$ cat src/rtl/pe_out_collector_if.sv
// Interface bundling the parallel capture port and the serial drain port
// of pe_out_collector. The optional s_out_last signal exists only when
// CNT_LAST_EN is defined.
interface pe_out_collector_if #(
  parameter int PE_NUM     = 8,
  parameter int DATA_WIDTH = 16
);
  localparam int WORD_W = 2 * DATA_WIDTH;

  logic                     p_in_v;
  logic [PE_NUM*WORD_W-1:0] p_in;
  logic                     p_in_rdy;
  logic                     s_out_v;
  logic                     s_out_rdy;
  logic [WORD_W-1:0]        s_out;
  logic                     overflow;
`ifdef CNT_LAST_EN
  logic                     s_out_last;
`endif

  // Collector side
  modport slave (
    input  p_in_v,
    input  p_in,
    input  s_out_rdy,
    output p_in_rdy,
    output s_out_v,
    output s_out,
    output overflow
`ifdef CNT_LAST_EN
    ,
    output s_out_last
`endif
  );

  // Producer / consumer side
  modport master (
    output p_in_v,
    output p_in,
    output s_out_rdy,
    input  p_in_rdy,
    input  s_out_v,
    input  s_out,
    input  overflow
`ifdef CNT_LAST_EN
    ,
    input  s_out_last
`endif
  );
endinterface

$ cat src/rtl/pe_out_collector.sv
// pe_out_collector: captures one PE_NUM-lane result vector into a two-bank
// ping-pong buffer and drains it one word per cycle on a valid/ready port.
// Banks fill and drain in strict order, so the pair behaves as a 2-deep
// vector FIFO; all outputs are registered.
// Optional feature macro: CNT_LAST_EN (adds s_out_last and a 16-bit
// drained-vector counter visible through hierarchy).
module pe_out_collector #(
  parameter int PE_NUM     = 8,
  parameter int DATA_WIDTH = 16
) (
  input  logic               clk,
  input  logic               rst,
  pe_out_collector_if.slave  bus
);
  localparam int WORD_W = 2 * DATA_WIDTH;
  localparam int CNT_W  = (PE_NUM > 1) ? $clog2(PE_NUM) : 1;
  localparam logic [CNT_W-1:0] LAST_LANE = CNT_W'(PE_NUM - 1);

  typedef enum logic [0:0] {
    ST_IDLE = 1'b0,
    ST_SEND = 1'b1
  } state_e;

  state_e            state_q, state_d;
  logic [1:0]        full_q, full_d;
  logic              wr_bank_q, wr_bank_d;
  logic              rd_bank_q, rd_bank_d;
  logic [CNT_W-1:0]  cnt_q, cnt_d;
  logic [WORD_W-1:0] s_out_q, s_out_d;
  logic              s_out_v_q, s_out_v_d;
  logic              p_in_rdy_q, p_in_rdy_d;
  logic              overflow_q, overflow_d;
  logic              capture_s;
  logic              drop_s;
  logic              pop_s;
  logic              other_bank_s;
  logic [WORD_W-1:0] bank_q [2][PE_NUM];
`ifdef CNT_LAST_EN
  logic              last_q, last_d;
  logic [15:0]       vec_cnt_q, vec_cnt_d;
`endif

  // Next-state logic: capture/drop decisions, drain FSM and output words
  always_comb begin
    state_d      = state_q;
    full_d       = full_q;
    wr_bank_d    = wr_bank_q;
    rd_bank_d    = rd_bank_q;
    cnt_d        = cnt_q;
    s_out_d      = s_out_q;
    overflow_d   = overflow_q;
    other_bank_s = ~rd_bank_q;
`ifdef CNT_LAST_EN
    vec_cnt_d    = vec_cnt_q;
`endif

    // Occupancy is judged on registered state only, so a bank freed on
    // this edge cannot take a capture on the same edge.
    capture_s = bus.p_in_v && (full_q != 2'b11);
    drop_s    = bus.p_in_v && (full_q == 2'b11);
    pop_s     = s_out_v_q && bus.s_out_rdy;

    if (capture_s) begin
      full_d[wr_bank_q] = 1'b1;
      wr_bank_d         = ~wr_bank_q;
    end else begin
      wr_bank_d = wr_bank_q;
    end

    if (drop_s) begin
      overflow_d = 1'b1;
    end else begin
      overflow_d = overflow_q;
    end

    case (state_q)
      ST_IDLE: begin
        if (full_q[rd_bank_q]) begin
          state_d = ST_SEND;
          cnt_d   = {CNT_W{1'b0}};
          s_out_d = bank_q[rd_bank_q][0];
        end else begin
          s_out_d = {WORD_W{1'b0}};
        end
      end
      ST_SEND: begin
        if (pop_s) begin
          if (cnt_q == LAST_LANE) begin
            full_d[rd_bank_q] = 1'b0;
            rd_bank_d         = other_bank_s;
            cnt_d             = {CNT_W{1'b0}};
`ifdef CNT_LAST_EN
            vec_cnt_d         = vec_cnt_q + 16'd1;
`endif
            // Back-to-back drain only if the other bank was already full.
            if (full_q[other_bank_s]) begin
              s_out_d = bank_q[other_bank_s][0];
            end else begin
              state_d = ST_IDLE;
              s_out_d = {WORD_W{1'b0}};
            end
          end else begin
            cnt_d   = cnt_q + CNT_W'(1);
            s_out_d = bank_q[rd_bank_q][cnt_q + CNT_W'(1)];
          end
        end else begin
          s_out_d = s_out_q;
        end
      end
      default: begin
        state_d = ST_IDLE;
        cnt_d   = {CNT_W{1'b0}};
        s_out_d = {WORD_W{1'b0}};
      end
    endcase

    s_out_v_d  = (state_d == ST_SEND);
    p_in_rdy_d = ~(&full_d);
`ifdef CNT_LAST_EN
    last_d     = s_out_v_d && (cnt_d == LAST_LANE);
`endif
  end

  // Control state and registered outputs; bank storage is left untouched
  always_ff @(posedge clk or negedge rst) begin
    if (!rst) begin
      state_q    <= ST_IDLE;
      full_q     <= 2'b00;
      wr_bank_q  <= 1'b0;
      rd_bank_q  <= 1'b0;
      cnt_q      <= {CNT_W{1'b0}};
      s_out_q    <= {WORD_W{1'b0}};
      s_out_v_q  <= 1'b0;
      p_in_rdy_q <= 1'b1;
      overflow_q <= 1'b0;
`ifdef CNT_LAST_EN
      last_q     <= 1'b0;
      vec_cnt_q  <= 16'd0;
`endif
    end else begin
      state_q    <= state_d;
      full_q     <= full_d;
      wr_bank_q  <= wr_bank_d;
      rd_bank_q  <= rd_bank_d;
      cnt_q      <= cnt_d;
      s_out_q    <= s_out_d;
      s_out_v_q  <= s_out_v_d;
      p_in_rdy_q <= p_in_rdy_d;
      overflow_q <= overflow_d;
`ifdef CNT_LAST_EN
      last_q     <= last_d;
      vec_cnt_q  <= vec_cnt_d;
`endif
    end
  end

  // Bank write: store all lanes of an accepted vector into the write bank
  always_ff @(posedge clk) begin
    if (capture_s) begin
      for (int i = 0; i < PE_NUM; i++) begin
        bank_q[wr_bank_q][i] <= bus.p_in[i*WORD_W +: WORD_W];
      end
    end
  end

  assign bus.p_in_rdy = p_in_rdy_q;
  assign bus.s_out_v  = s_out_v_q;
  assign bus.s_out    = s_out_q;
  assign bus.overflow = overflow_q;
`ifdef CNT_LAST_EN
  assign bus.s_out_last = last_q;
`endif
endmodule
$ cat src/flat_wrapper.sv
// flat-port wrapper written by rule: the top's interface ports become plain ports
module pe_out_collector_flat 
#(
  parameter int PE_NUM     = 8,
  parameter int DATA_WIDTH = 16
)
  (clk, rst, bus_p_in_v, bus_p_in, bus_s_out_rdy, bus_p_in_rdy, bus_s_out_v, bus_s_out, bus_overflow);
  pe_out_collector_if #(.PE_NUM(PE_NUM), .DATA_WIDTH(DATA_WIDTH)) bus_i ();
  input  logic clk;
  input  logic rst;
  input wire logic [$bits(bus_i.p_in_v)-1:0] bus_p_in_v;
  input wire logic [$bits(bus_i.p_in)-1:0] bus_p_in;
  input wire logic [$bits(bus_i.s_out_rdy)-1:0] bus_s_out_rdy;
  output wire logic [$bits(bus_i.p_in_rdy)-1:0] bus_p_in_rdy;
  output wire logic [$bits(bus_i.s_out_v)-1:0] bus_s_out_v;
  output wire logic [$bits(bus_i.s_out)-1:0] bus_s_out;
  output wire logic [$bits(bus_i.overflow)-1:0] bus_overflow;
  assign bus_i.p_in_v = bus_p_in_v;
  assign bus_i.p_in = bus_p_in;
  assign bus_i.s_out_rdy = bus_s_out_rdy;
  assign bus_p_in_rdy = bus_i.p_in_rdy;
  assign bus_s_out_v = bus_i.s_out_v;
  assign bus_s_out = bus_i.s_out;
  assign bus_overflow = bus_i.overflow;
  pe_out_collector #(.PE_NUM(PE_NUM), .DATA_WIDTH(DATA_WIDTH)) u_core (.clk(clk), .rst(rst), .bus(bus_i));
endmodule
$ cat config.mk
export PLATFORM = sky130hd
export DESIGN_NAME = pe_out_collector_flat
export DESIGN_NICKNAME = d
export VERILOG_FILES = /design/src/rtl/pe_out_collector_if.sv /design/src/rtl/pe_out_collector.sv /design/src/flat_wrapper.sv
export SDC_FILE = /design/constraint.sdc
export NUM_CORES = 1
export LEC_CHECK = 0
export BUFFER_PORTS_ARGS = -buffer_cell sky130_fd_sc_hd__buf_4
export CORE_MARGIN = 5
export CORE_UTILIZATION = 30
export CTS_CLUSTER_SIZE = 30
export DETAILED_ROUTE_END_ITERATION = 8
export SLEW_MARGIN = 20
export SYNTH_ARGS = -nofsm -noshare
export SYNTH_HDL_FRONTEND = slang
export SYNTH_SLANG_ARGS = --single-unit
export TNS_END_PERCENT = 20
$ cat constraint.sdc
create_clock -name clk -period 14.5 [get_ports clk]
set_input_delay 0 -clock clk [delete_from_list [all_inputs] [get_ports clk]]
set_output_delay 0 -clock clk [all_outputs]
set_load 0.005 [all_outputs]
# Yosys cells after proc, flatten, opt, wreduce, memory -nomap -nowiden
# Memory sizes are Yosys's and may differ from the RTL's.
# Index checks and enable logic that the tools add are counted.
# Widths: inputs -> output; s select.
[totals]
ramBits = 512
rom_bits = 0
reg_bits = 42
input_bits = 260
latchBits = 0
memories = 1
wordCells = 68
out_inout_bits = 35
[op_classes]
n_addsub = 1
bitwise_logic = 8
shift = 0
mul = 0
div = 0
reduce_logical = 8
magnitude_cmp = 6
n_mux = 31
eq_ne = 5
[memory_table]
columns = ["memory", "depth", "width", "read_ports", "rd_ports_with_merged_regs", "wr", "line_no", "source"]
rows = [
  ["u_core.bank_q", 2, 256, 2, 0, 1, "pe_out_collector.sv:37", "logic [WORD_W-1:0] bank_q [2][PE_NUM];"],
]
[ops]
columns = ["operator", "n"]
rows = [
  ["$mux 32", 6],
  ["$bmux 32 s3", 1],
  ["$pmux 32 s2", 1],
  ["$mux 1", 12],
  ["$mux 3", 3],
  ["$mux 2", 4],
  ["$lt 1x2->1 const B", 3],
  ["$pmux 3 s2", 1],
  ["$logic_and 1x1->1", 5],
  ["$ge 4x4->1 const B", 1],
  ["$ne 2x2->1 const B", 2],
  ["$not 1->1", 4],
  ["$not 3->4", 1],
  ["$reduce_and 2->1", 2],
  ["$add 3x1->3 const B", 1],
  ["$eq 3x3->1 const B", 1],
  ["$reduce_and 3->1", 1],
  ["$and 2x2->2", 1],
  ["$demux 1 s1", 2],
  ["$eq 2x2->1 const B", 1],
  ["$ge 1x1->1 const B", 2],
  ["$ne 2x1->1 const B", 1],
  ["$not 2->2", 1],
  ["$or 2x2->2", 1],
  ["$pmux 1 s2", 1],
]

# Longest topological paths before layout
# Gate-level depths: netlist (run 1).
[logic_depth]
ltp_word = 12
depth_mapped = 8
mapped_depth_nobuf = 6

# Worst setup path after synthesis (run 1)
# Ideal clock, no wire load.
[synth_timing]
path_type = "flip-flop to flip-flop"
start = "reg u_core.full_q[1]"
end = "reg u_core.full_q[0]"
setup_time_ns = 0.110
synth_period_minus_slack_ns = 12.307
slack_ns = 2.193
path_stages_with_launch = 5
n_path_buf = 0
arrival_ns = 12.197
t_required_ns = 14.390
path_cell_list = "dfrtp_1 nand2_1 nand2_1 nor2_1 o22a_1"
[synth_via]
elab_chain_len = 7
[synth_lines]
columns = ["item", "line_no", "source"]
rows = [
  ["start: declaration", "pe_out_collector.sv:25", "logic [1:0] full_q, full_d;"],
  ["start signal: assignment", "pe_out_collector.sv:142", "full_q <= full_d;"],
  ["$ne 2x2->1 (*)", "pe_out_collector.sv:59", "capture_s = bus.p_in_v && (full_q != 2'b11);"],
  ["$logic_and 1x1->1 (*)", "pe_out_collector.sv:59", ""],
  ["$mux 2 (*)", "pe_out_collector.sv:63", "if (capture_s) begin"],
  ["$and 2x2->2 (no source line)", "n/a", ""],
  ["$mux 2", "pe_out_collector.sv:88", "if (cnt_q == LAST_LANE) begin"],
  ["$mux 2", "pe_out_collector.sv:87", "if (pop_s) begin"],
  ["$mux 2 (*)", "pe_out_collector.sv:76", "case (state_q)"],
  ["net u_core.full_d[0]", "pe_out_collector.sv:25", ""],
]
# Mark *: on every way through the listed nets, which the timed path passes. The rest lies on a longest branch.
# A chain may end at the register's enable or synchronous reset.

# Worst setup path after layout (run 1)
[layout_timing]
start = "reg u_core.rd_bank_q"
end = "reg u_core.s_out_q[1] (netlist: u_core.bus.s_out[1])"
[layout_via]
elab_chain_len = 7
word_cells_on_any_way = 14
cone_classes = "12 x mux; 1 x bitwise; 1 x memory"
[layout_lines]
columns = ["item", "line_no", "source"]
rows = [
  ["start: declaration", "pe_out_collector.sv:27", "logic rd_bank_q, rd_bank_d;"],
  ["start signal: assignment", "pe_out_collector.sv:144", "rd_bank_q <= rd_bank_d;"],
  ["$mem_v2 2x256", "n/a", ""],
  ["$bmux 32 s3", "pe_out_collector.sv:104", "s_out_d = bank_q[rd_bank_q][cnt_q + CNT_W'(1)];"],
  ["$mux 32 (not written as such) (2 in series)", "pe_out_collector.sv:104", ""],
  ["$mux 32", "pe_out_collector.sv:88", ""],
  ["$mux 32", "pe_out_collector.sv:87", ""],
  ["$pmux 32 s2 (*)", "pe_out_collector.sv:76", ""],
  ["end signal: assignment", "pe_out_collector.sv:132", "s_out_q <= {WORD_W{1'b0}};"],
  ["end signal: assignment", "pe_out_collector.sv:146", "s_out_q <= s_out_d;"],
  ["end: declaration", "pe_out_collector.sv:29", "logic [WORD_W-1:0] s_out_q, s_out_d;"],
]
# Every way passes the cells marked *; elsewhere a longest branch is shown, timed or not. The select of a mux whose other input is x is not followed.

==> results of run 1 <==
## power breakdown
part	internal, mW	switching, mW
Clock	1.04	0.642
Combinational	0.744	1.02
Sequential	2.11	0.141
## cell type report
class / instances / area (µm²) / share of cell area
clock buffer: 86 / 1850 / 0.0607
clock inverter: 35 / 383 / 0.0125
inverter: 3 / 11.3 / 0.000369
antenna: 12 / 30.0 / 0.000984
multi-input combinational: 613 / 5610 / 0.184
timing repair buffer: 572 / 4980 / 0.163
sequential: 554 / 16400 / 0.539
tap: 969 / 1210 / 0.0397
## worst max-delay path by stage
stage,start,endpoint,slack [ps],depth (start not counted)
floorplan,u_core.full_q[1]$_DFF_PN0_,u_core.full_q[0]$_DFF_PN0_,2190,4
global placement,u_core.full_q[1]$_DFF_PN0_,u_core.bank_q[1][98]$_DFFE_PP_,10660,4
detailed placement,u_core.full_q[1]$_DFF_PN0_,u_core.bank_q[1][98]$_DFFE_PP_,10570,4
CTS,u_core.full_q[1]$_DFF_PN0_,u_core.bank_q[1][102]$_DFFE_PP_,10570,4
global route,u_core.rd_bank_q$_DFFE_PN0P_,u_core.bus.s_out[1]$_DFFE_PN0P_,10450,6
finish,u_core.rd_bank_q$_DFFE_PN0P_,u_core.bus.s_out[1]$_DFFE_PN0P_,10720,6
## synth_stat cells (all sizes together) (3+ instances only)
cell type,number
nor2,6
o31ai,25
o32a,25
a31oi,25
buf,47
nand3,19
mux2i,241
nand2,39
mux2,7
nor2b,3
a21oi,40
edfxtp,512
mux4,50
a41oi,7
a22oi,46
nor3,7
dfrtp,41
o21ai,53
inv,3
clkbuf,33
o22ai,7
## layer usage
layer	global-route usage	vias to the layer above	part of all wire
met2	0.280	553	0.51
li1	-	6258	-
met5	0	-	0.00054
met3	0.0422	96	0.071
met4	0.0428	6	0.025
met1	0.198	7082	0.39
## per-stage QoR
stage,instances,hold slack (ps),power [mW]
after global routing,2834,98.0,5.99
after global placement,2449,85.5,4.00
after floorplan,1250,-296,3.52
after detailed placement,2449,84.0,4.03
final,2844,137,5.71
after CTS,2831,83.6,5.80
## worst max-delay path: cells and delay by family (launching register included)
| kind | cells | cell delay [ps] |
|---|---|---|
| compound gates | 2 | 230 |
| mux | 2 | 780 |
| flops | 1 | 800 |
| buf+inv | 2 | 1680 |
## state kept, by name, summed over array words and instances, names as in the netlist
signal               cells
u_core.bank_q          512
u_core.bus.s_out        32
u_core.cnt_q             3
u_core.full_q            2
u_core.bus.overflow      1
u_core.bus.p_in_rdy      1
u_core.rd_bank_q         1
u_core.state_q           1
u_core.wr_bank_q         1
## kinds of logic (layout without fill, tap and decap cells)
| group | after synthesis | after routing | share of synthesized area |
|---|---|---|---|
| muxes | 298 | 298 | 0.161 |
| adders and majority gates | 2 | 2 | 0.00111 |
| AOI/OAI and AO/OA | 231 | 231 | 0.0681 |
| DFF | 554 | 554 | 0.728 |
| xor gates and xnor gates | 2 | 2 | 0.000777 |
| other | 0 | 12 | 0 |
| buffers and inverters | 83 | 696 | 0.0255 |
| and+or+nand+nor | 80 | 80 | 0.0158 |
==> impl_metrics.yaml, run 1 <==
status:
  status: "completed"
worst_setup_path:
  startpoint_type: "flip-flop"
  crit_arrival_ps: 4240
  end_kind: "flip-flop"
  cp_data_required_time_ps: 14950
  reg2regPathDepth: 6
  crit_chain: "buf_12 -> buf_4 -> mux4_2 -> mux2i_1 -> o32a_1 -> o21ai_1"
  regToRegSetupSlack_ps: 10720
  crit_path_max_incr_delay_ps: 960
  r2r_end: "u_core.bus.s_out[1]$_DFFE_PN0P_"
  crit_slowest_cell: "buf_4"
  critPathMaxFanout: 121
  reg2reg_from: "u_core.rd_bank_q$_DFFE_PN0P_"
  path_class: "flip-flop to flip-flop"
timing:
  slew_headroom: 0.220
  fmax_mhz: 264
  fin_tns_setup_ps: 0
  final_max_slew_viol_count: 0
  fin_ws_ps: 10720
  skew_ps: 20.9
  tightest_slew_ps: 1140
  fin_crit_sh: 0.261
  rsz0062_at_grt: "false"
  min_period_ps: 3780
  hold_viol: 0
  setup_viol: 0
synth:
  syn_inst: 1250
  synth_top_area_cell: "edfxtp_1"
  synth_nets: 1512
  seq_area_frac_synth: 0.728
  ys_top_cells_by_area: "edfxtp_1 68%, mux2i_1 11%, mux4_2 5.0%"
  ys.flop_type: "edfxtp_1"
  synth_edf_count: 512
  synth-warning-count: 0
  postSynthAreaPerCell_um2: 18.0
  ys_async_sr_fraction: 0.0758
  netlist_area_um2: 22600
  synth_cell_types: 38
  synth_seq_cells: 554
  synth_top_cell_area_share: 0.682
global_routing:
  grt_start_max_net_pins: 122
  antenna_found_initial: 12
  grt_first_pass_wirelength_um: 96700
  grt.total_usage: 0.160
  grt-ovfl-total: 0
  grt_pass1_vias: 14700
hold_path:
  hold_depth: 2
  worst_hold_path_type: "input port to flip-flop"
  min_from: "bus_p_in[64]"
  whs_endpoint: "u_core.bank_q[0][160]$_DFFE_PP_"
drt:
  wl_um: 66600
  viasPerCell: 4.92
  wire_per_inst_um: 23.4
  drt_pass1_iterations: 5
  first_iter_violations: 1154
  via_count: 14000
  ant_nets: 0
  drc_errors: 0
clocking:
  post_cts_buffers: 0
  clk_latency_ps: 590
  cts_sinks: 554
  htreeDepth: 3
  cts_tree: "done"
  root_buffer: "clkbuf_16"
  clk_pin_slew_ps: 60
  clk_path_buf_depth: 3
  ctsHoldBuffers: 261
  cts_resized: 0
  numCtsBuffers: 66
cells_and_area:
  nets: 2072
  layout-drive-gt1-share: 0.256
  syn_to_final_growth_pct: 35.3
  layout_commonest_cell: "edfxtp_1"
  fill_cells: 6616
  finalInstanceArea_um2: 30500
  final_cell_mix: "512 x edfxtp_1, 309 x buf_4, 261 x dlygate4sd3_1"
  fin_util: 0.410
flow_run:
  max-cap-violations: 0
die:
  dieHeight_um: 284
  coreArea_um2: 74400
  rows: 100
  design.die.area_um2: 80800
  io_pins: 295
  die_w_um: 284
  initial_utilization: 0.303
placed_design:
  gp_congestion: 0.817
  placed_cell_area_um2: 25600
  dp_slack_ps: 10570
  portBuffers: 294
  hpwl_um: 43800
power_and_ir_drop:
  p_per_area_nw_per_um2: 187
  peakVddDrop_mv: 0.166
  leakagePower_nw: 11.0
No activity file was read; power rests on OpenSTA's default activity.
==> run 2, diff against run 1 <==
==> constraint.sdc (replaced) <==
create_clock -name clk -period 3.5 [get_ports clk]
set_input_delay 0 -clock clk [delete_from_list [all_inputs] [get_ports clk]]
set_output_delay 0 -clock clk [all_outputs]
set_load 0.005 [all_outputs]
==> impl_metrics.yaml, run 2 (synthesized netlist as in run 1, its figures left out) <==
status:
  status: "completed"
cells_and_area:
  largest_reg_flops: 512
  final_cell_mix: "512 x edfxtp_1, 315 x buf_4, 260 x dlygate4sd3_1"
  nets: 2078
  syn_to_final_growth_pct: 35.2
  layout_commonest_cell: "edfxtp_1"
  layout-drive-gt1-share: 0.264
  fin_util: 0.410
  largest-register: "u_core.bank_q"
worst_setup_path:
  crit_chain: "ha_4 -> buf_4 -> mux4_2 -> mux2i_1 -> o32a_1 -> o21ai_0"
  critPathMaxFanout: 35
  crit_path_max_incr_delay_ps: 580
  reg2regPathDepth: 6
  crit_slowest_cell: "ha_4"
  end_kind: "flip-flop"
  startpoint_type: "flip-flop"
  path_class: "flip-flop to flip-flop"
  crit_arrival_ps: 3130
  cp_data_required_time_ps: 3970
global_routing:
  grt_start_max_net_pins: 76
  grt_pass1_vias: 15000
  grt_first_pass_wirelength_um: 97400
  grt.total_usage: 0.161
  grt-ovfl-total: 0
  antenna_found_initial: 19
timing:
  min_period_ps: 2660
  fin_worst_hold_slack_ps: 114
  fmax_mhz: 376
  hold_viol: 0
  tightest_slew_ps: 794
  slew_headroom: 0.470
  skew_ps: 25.4
  fin_tns_setup_ps: 0
  final_max_slew_viol_count: 0
  fin_ws_ps: 843
  fin_crit_sh: 0.759
  rsz0062_at_grt: "false"
  setup_viol: 0
drt:
  via_count: 13900
  drt_pass1_iterations: 5
  first_iter_violations: 1093
  wire_per_inst_um: 23.6
  ant_nets: 0
  drc_errors: 0
  viasPerCell: 4.89
  wl_um: 67100
clocking:
  cts_sinks: 554
  clk_latency_ps: 610
  root_buffer: "clkbuf_16"
  numCtsBuffers: 59
  cts_tree: "done"
  clk_pin_slew_ps: 60
  cts_resized: 0
  clk_path_buf_depth: 3
  htreeDepth: 2
die:
  coreArea_um2: 74400
  design.die.area_um2: 80800
  rows: 100
  initial_utilization: 0.303
  io_pins: 295
  dieHeight_um: 284
  die_w_um: 284
placed_design:
  gp_congestion: 0.842
  hpwl_um: 45400
  dp_slack_ps: 851
  portBuffers: 294
power_and_ir_drop:
  leakagePower_nw: 11.0
  peakVddDrop_mv: 0.489
  p_per_area_nw_per_um2: 764
hold_path:
  hold_depth: 2
  worst_hold_path_type: "input port to flip-flop"
flow_run:
  max-cap-violations: 0
[run 2: layout make-up]
class	instances	area (µm²)
Clock buffer	68	1510
Clock inverter	42	517
Antenna cell	14	35.0
Multi-Input combinational cell	613	5610
Fill cell	6628	43900
Sequential cell	554	16400
Inverter	3	11.3
Tap cell	969	1210
Timing Repair Buffer	585	5170
[run 2: path summary, 6_finish.rpt]
kind | to | from | slack, ps
max in group asynchronous | u_core.rd_bank_q$_DFFE_PN0P_ | rst | 2580
min | u_core.bank_q[0][97]$_DFFE_PP_ | bus_p_in[129] | 110
max | u_core.bus.s_out[16]$_DFFE_PN0P_ | u_core.cnt_q[0]$_DFFE_PN0P_ | 840
min reg2reg | u_core.cnt_q[2]$_DFFE_PN0P_ | u_core.cnt_q[2]$_DFFE_PN0P_ | 520
min in group asynchronous | u_core.bus.s_out[29]$_DFFE_PN0P_ | rst | 410
max reg2reg | u_core.bus.s_out[16]$_DFFE_PN0P_ | u_core.cnt_q[0]$_DFFE_PN0P_ | 840
[run 2: through the flow]
| stage | total power, mW | instance area (µm²) | std cells |
|---|---|---|---|
| floorplan | 14.3 | 22600 | 1250 |
| global placement | 16.6 | 25800 | 2463 |
| CTS | 23.6 | 30500 | 2834 |
| detailed placement | 16.8 | 25800 | 2463 |
| finish | 23.3 | 30500 | 2848 |
| global route | 24.4 | 30500 | 2838 |
[run 2: worst max-delay path, delay by kind of cell, from the launching register on]
| kind | cells | cell delay (ps) |
|---|---|---|
| flip-flops | 1 | 530 |
| AO/OA/AOI/OAI | 2 | 250 |
| buffers and inverters | 1 | 550 |
| adder cells (fa/ha/maj) | 1 | 580 |
| multiplexers | 2 | 590 |
[run 2: where the power goes]
group	internal (mW)	switching (mW)	leakage [nW]
combinational	3.18	4.37	4.84
clock	3.91	2.59	1.00
sequential	8.73	0.525	5.12
total	15.8	7.48	11.0
[run 2: what timing repair did]
| action | CTS | global route |
|---|---|---|
| hold buffers | 261 | 0 |
| hold endpoints to repair | 576 | 0 |
| buffers inserted | 0 | 0 |
| setup endpoints to repair | 0 | 0 |
[run 2: per-layer routing]
metal,track usage,vias up,share of wire
met4,0.0448,16,0.028
li1,-,6250,-
met1,0.190,7021,0.37
met3,0.0483,113,0.085
met5,0,-,0.0015
met2,0.285,517,0.51
==> run 3, diff against run 2 <==
==> constraint.sdc (replaced) <==
create_clock -name clk -period 2.5 [get_ports clk]
set_input_delay 0 -clock clk [delete_from_list [all_inputs] [get_ports clk]]
set_output_delay 0 -clock clk [all_outputs]
set_load 0.005 [all_outputs]
==> impl_metrics.yaml, run 3 (synthesized netlist as in run 1, its figures left out) <==
cells_and_area:
  nets: 2124
  syn_to_final_growth_pct: 38.0
  layout-drive-gt1-share: 0.278
  largest-register: "u_core.bank_q"
  largest_reg_flops: 512
  fin_util: 0.418
  fin_cells: 2902
  final_cell_mix: "512 x edfxtp_1, 339 x buf_4, 259 x dlygate4sd3_1"
  layout_commonest_cell: "edfxtp_1"
  fill_cells: 6609
drt:
  wire_per_inst_um: 22.9
  drc_errors: 0
  first_iter_violations: 1050
  ant_nets: 0
  drt_pass1_iterations: 5
  viasPerCell: 4.88
  wl_um: 66400
  via_count: 14100
global_routing:
  grt_pass1_vias: 15100
  grt-ovfl-total: 0
  grt_start_max_net_pins: 86
  grt.total_usage: 0.160
  antenna_found_initial: 19
  grt_first_pass_wirelength_um: 97300
power_and_ir_drop:
  p_per_area_nw_per_um2: 1080
  leakagePower_nw: 11.3
  power_mw: 33.7
  peakVddDrop_mv: 0.690
worst_setup_path:
  path_class: "flip-flop to flip-flop"
  end_kind: "flip-flop"
  cp_data_required_time_ps: 3020
  startpoint_type: "flip-flop"
  critPathMaxFanout: 16
  crit_arrival_ps: 2740
die:
  coreArea_um2: 74400
  die_w_um: 284
  dieHeight_um: 284
  initial_utilization: 0.303
  design.die.area_um2: 80800
  io_pins: 295
  rows: 100
timing:
  hold_viol: 0
  fin_ws_ps: 279
  final_max_slew_viol_count: 0
  skew_ps: 24.5
  setup_viol: 0
  fmax_mhz: 450
  min_period_ps: 2220
  fin_crit_sh: 0.888
  fin_tns_setup_ps: 0
  rsz0062_at_grt: "false"
  slew_headroom: 0.599
  tightest_slew_ps: 602
clocking:
  cts_tree: "done"
  clk_path_buf_depth: 3
  numCtsBuffers: 66
  clk_latency_ps: 610
  htreeDepth: 3
  cts_sinks: 554
  root_buffer: "clkbuf_16"
  cts_resized: 0
  clk_pin_slew_ps: 60
flow_run:
  max-cap-violations: 0
hold_path:
  worst_hold_path_type: "input port to flip-flop"
placed_design:
  hpwl_um: 45000
  portBuffers: 294
  dp_cells: 2503
  dp_slack_ps: 233
  gp_congestion: 0.854
status:
  status: "completed"
## run 3: cell types whose count changed in the layout (fill, tap and decap cells not counted), sizes merged, moves of 2 or more
cell	before	now
buf	325	365
bufinv	11	5
clkbuf	68	95
clkinv	29	15
diode	14	19
inv	4	6
## run 3: final timing paths
check                      cells past startpoint                               end                         from  slack (ps)
setup / recovery                               6   u_core.bus.s_out[1]$_DFFE_PN0P_  u_core.cnt_q[0]$_DFFE_PN0P_         280
hold / removal                                 4   u_core.bus.s_out[6]$_DFFE_PN0P_                bus_s_out_rdy          60
setup reg to reg                               6   u_core.bus.s_out[1]$_DFFE_PN0P_  u_core.cnt_q[0]$_DFFE_PN0P_         280
hold reg to reg                                2       u_core.cnt_q[2]$_DFFE_PN0P_  u_core.cnt_q[2]$_DFFE_PN0P_         520
max in group asynchronous                      4   u_core.bus.s_out[3]$_DFFE_PN0P_                          rst        1590
min in group asynchronous                      3  u_core.bus.s_out[20]$_DFFE_PN0P_                          rst         420
## run 3: metal layers
metal | global-route usage | part of all wire
met5 | 0 | 0.00042
met2 | 0.283 | 0.51
met1 | 0.193 | 0.38
met4 | 0.0423 | 0.024
met3 | 0.0455 | 0.080
## run 3: what timing repair did
action / CTS / global route
hold endpoints to repair: 563 / 0
hold buffers: 260 / 0
buffers inserted: 0 / 0
## run 3: layout make-up
class                   count  area (µm²)  share of cell area
multi-input cells         613        5610               0.180
repair buffers            624        5660               0.182
flip-flops and latches    554       16400               0.528
clock buffers              95        1850              0.0595
diodes                     19        47.5             0.00153
clock inverters            25         294             0.00945
well taps                 969        1210              0.0390
inverters                   3        11.3            0.000362
## run 3: critical path, cell delays in order (launching register included)
cell and delay, ps:
dfrtp_2 460, ha_4 170, ha_1 310, or2_2 510, buf_4 260, o32a_1 350
o21ai_1 80
## run 3: per-stage QoR
step | hold WS [ps] | instance area, µm²
2_1_floorplan | -296 | 22600
3_3_place_gp | 69.3 | 26300
3_5_place_dp | 72.6 | 26300
4_1_cts | 33.0 | 31100
5_1_grt | 76.3 | 31100
6_report | 63.1 | 31100
## run 3: where the power goes
part | switching [mW] | total [mW] | internal, mW
logic | 6.21 | 11.3 | 5.07
clock network | 3.80 | 9.50 | 5.70
registers | 0.731 | 12.9 | 12.2
total | 10.7 | 33.7 | 23.0
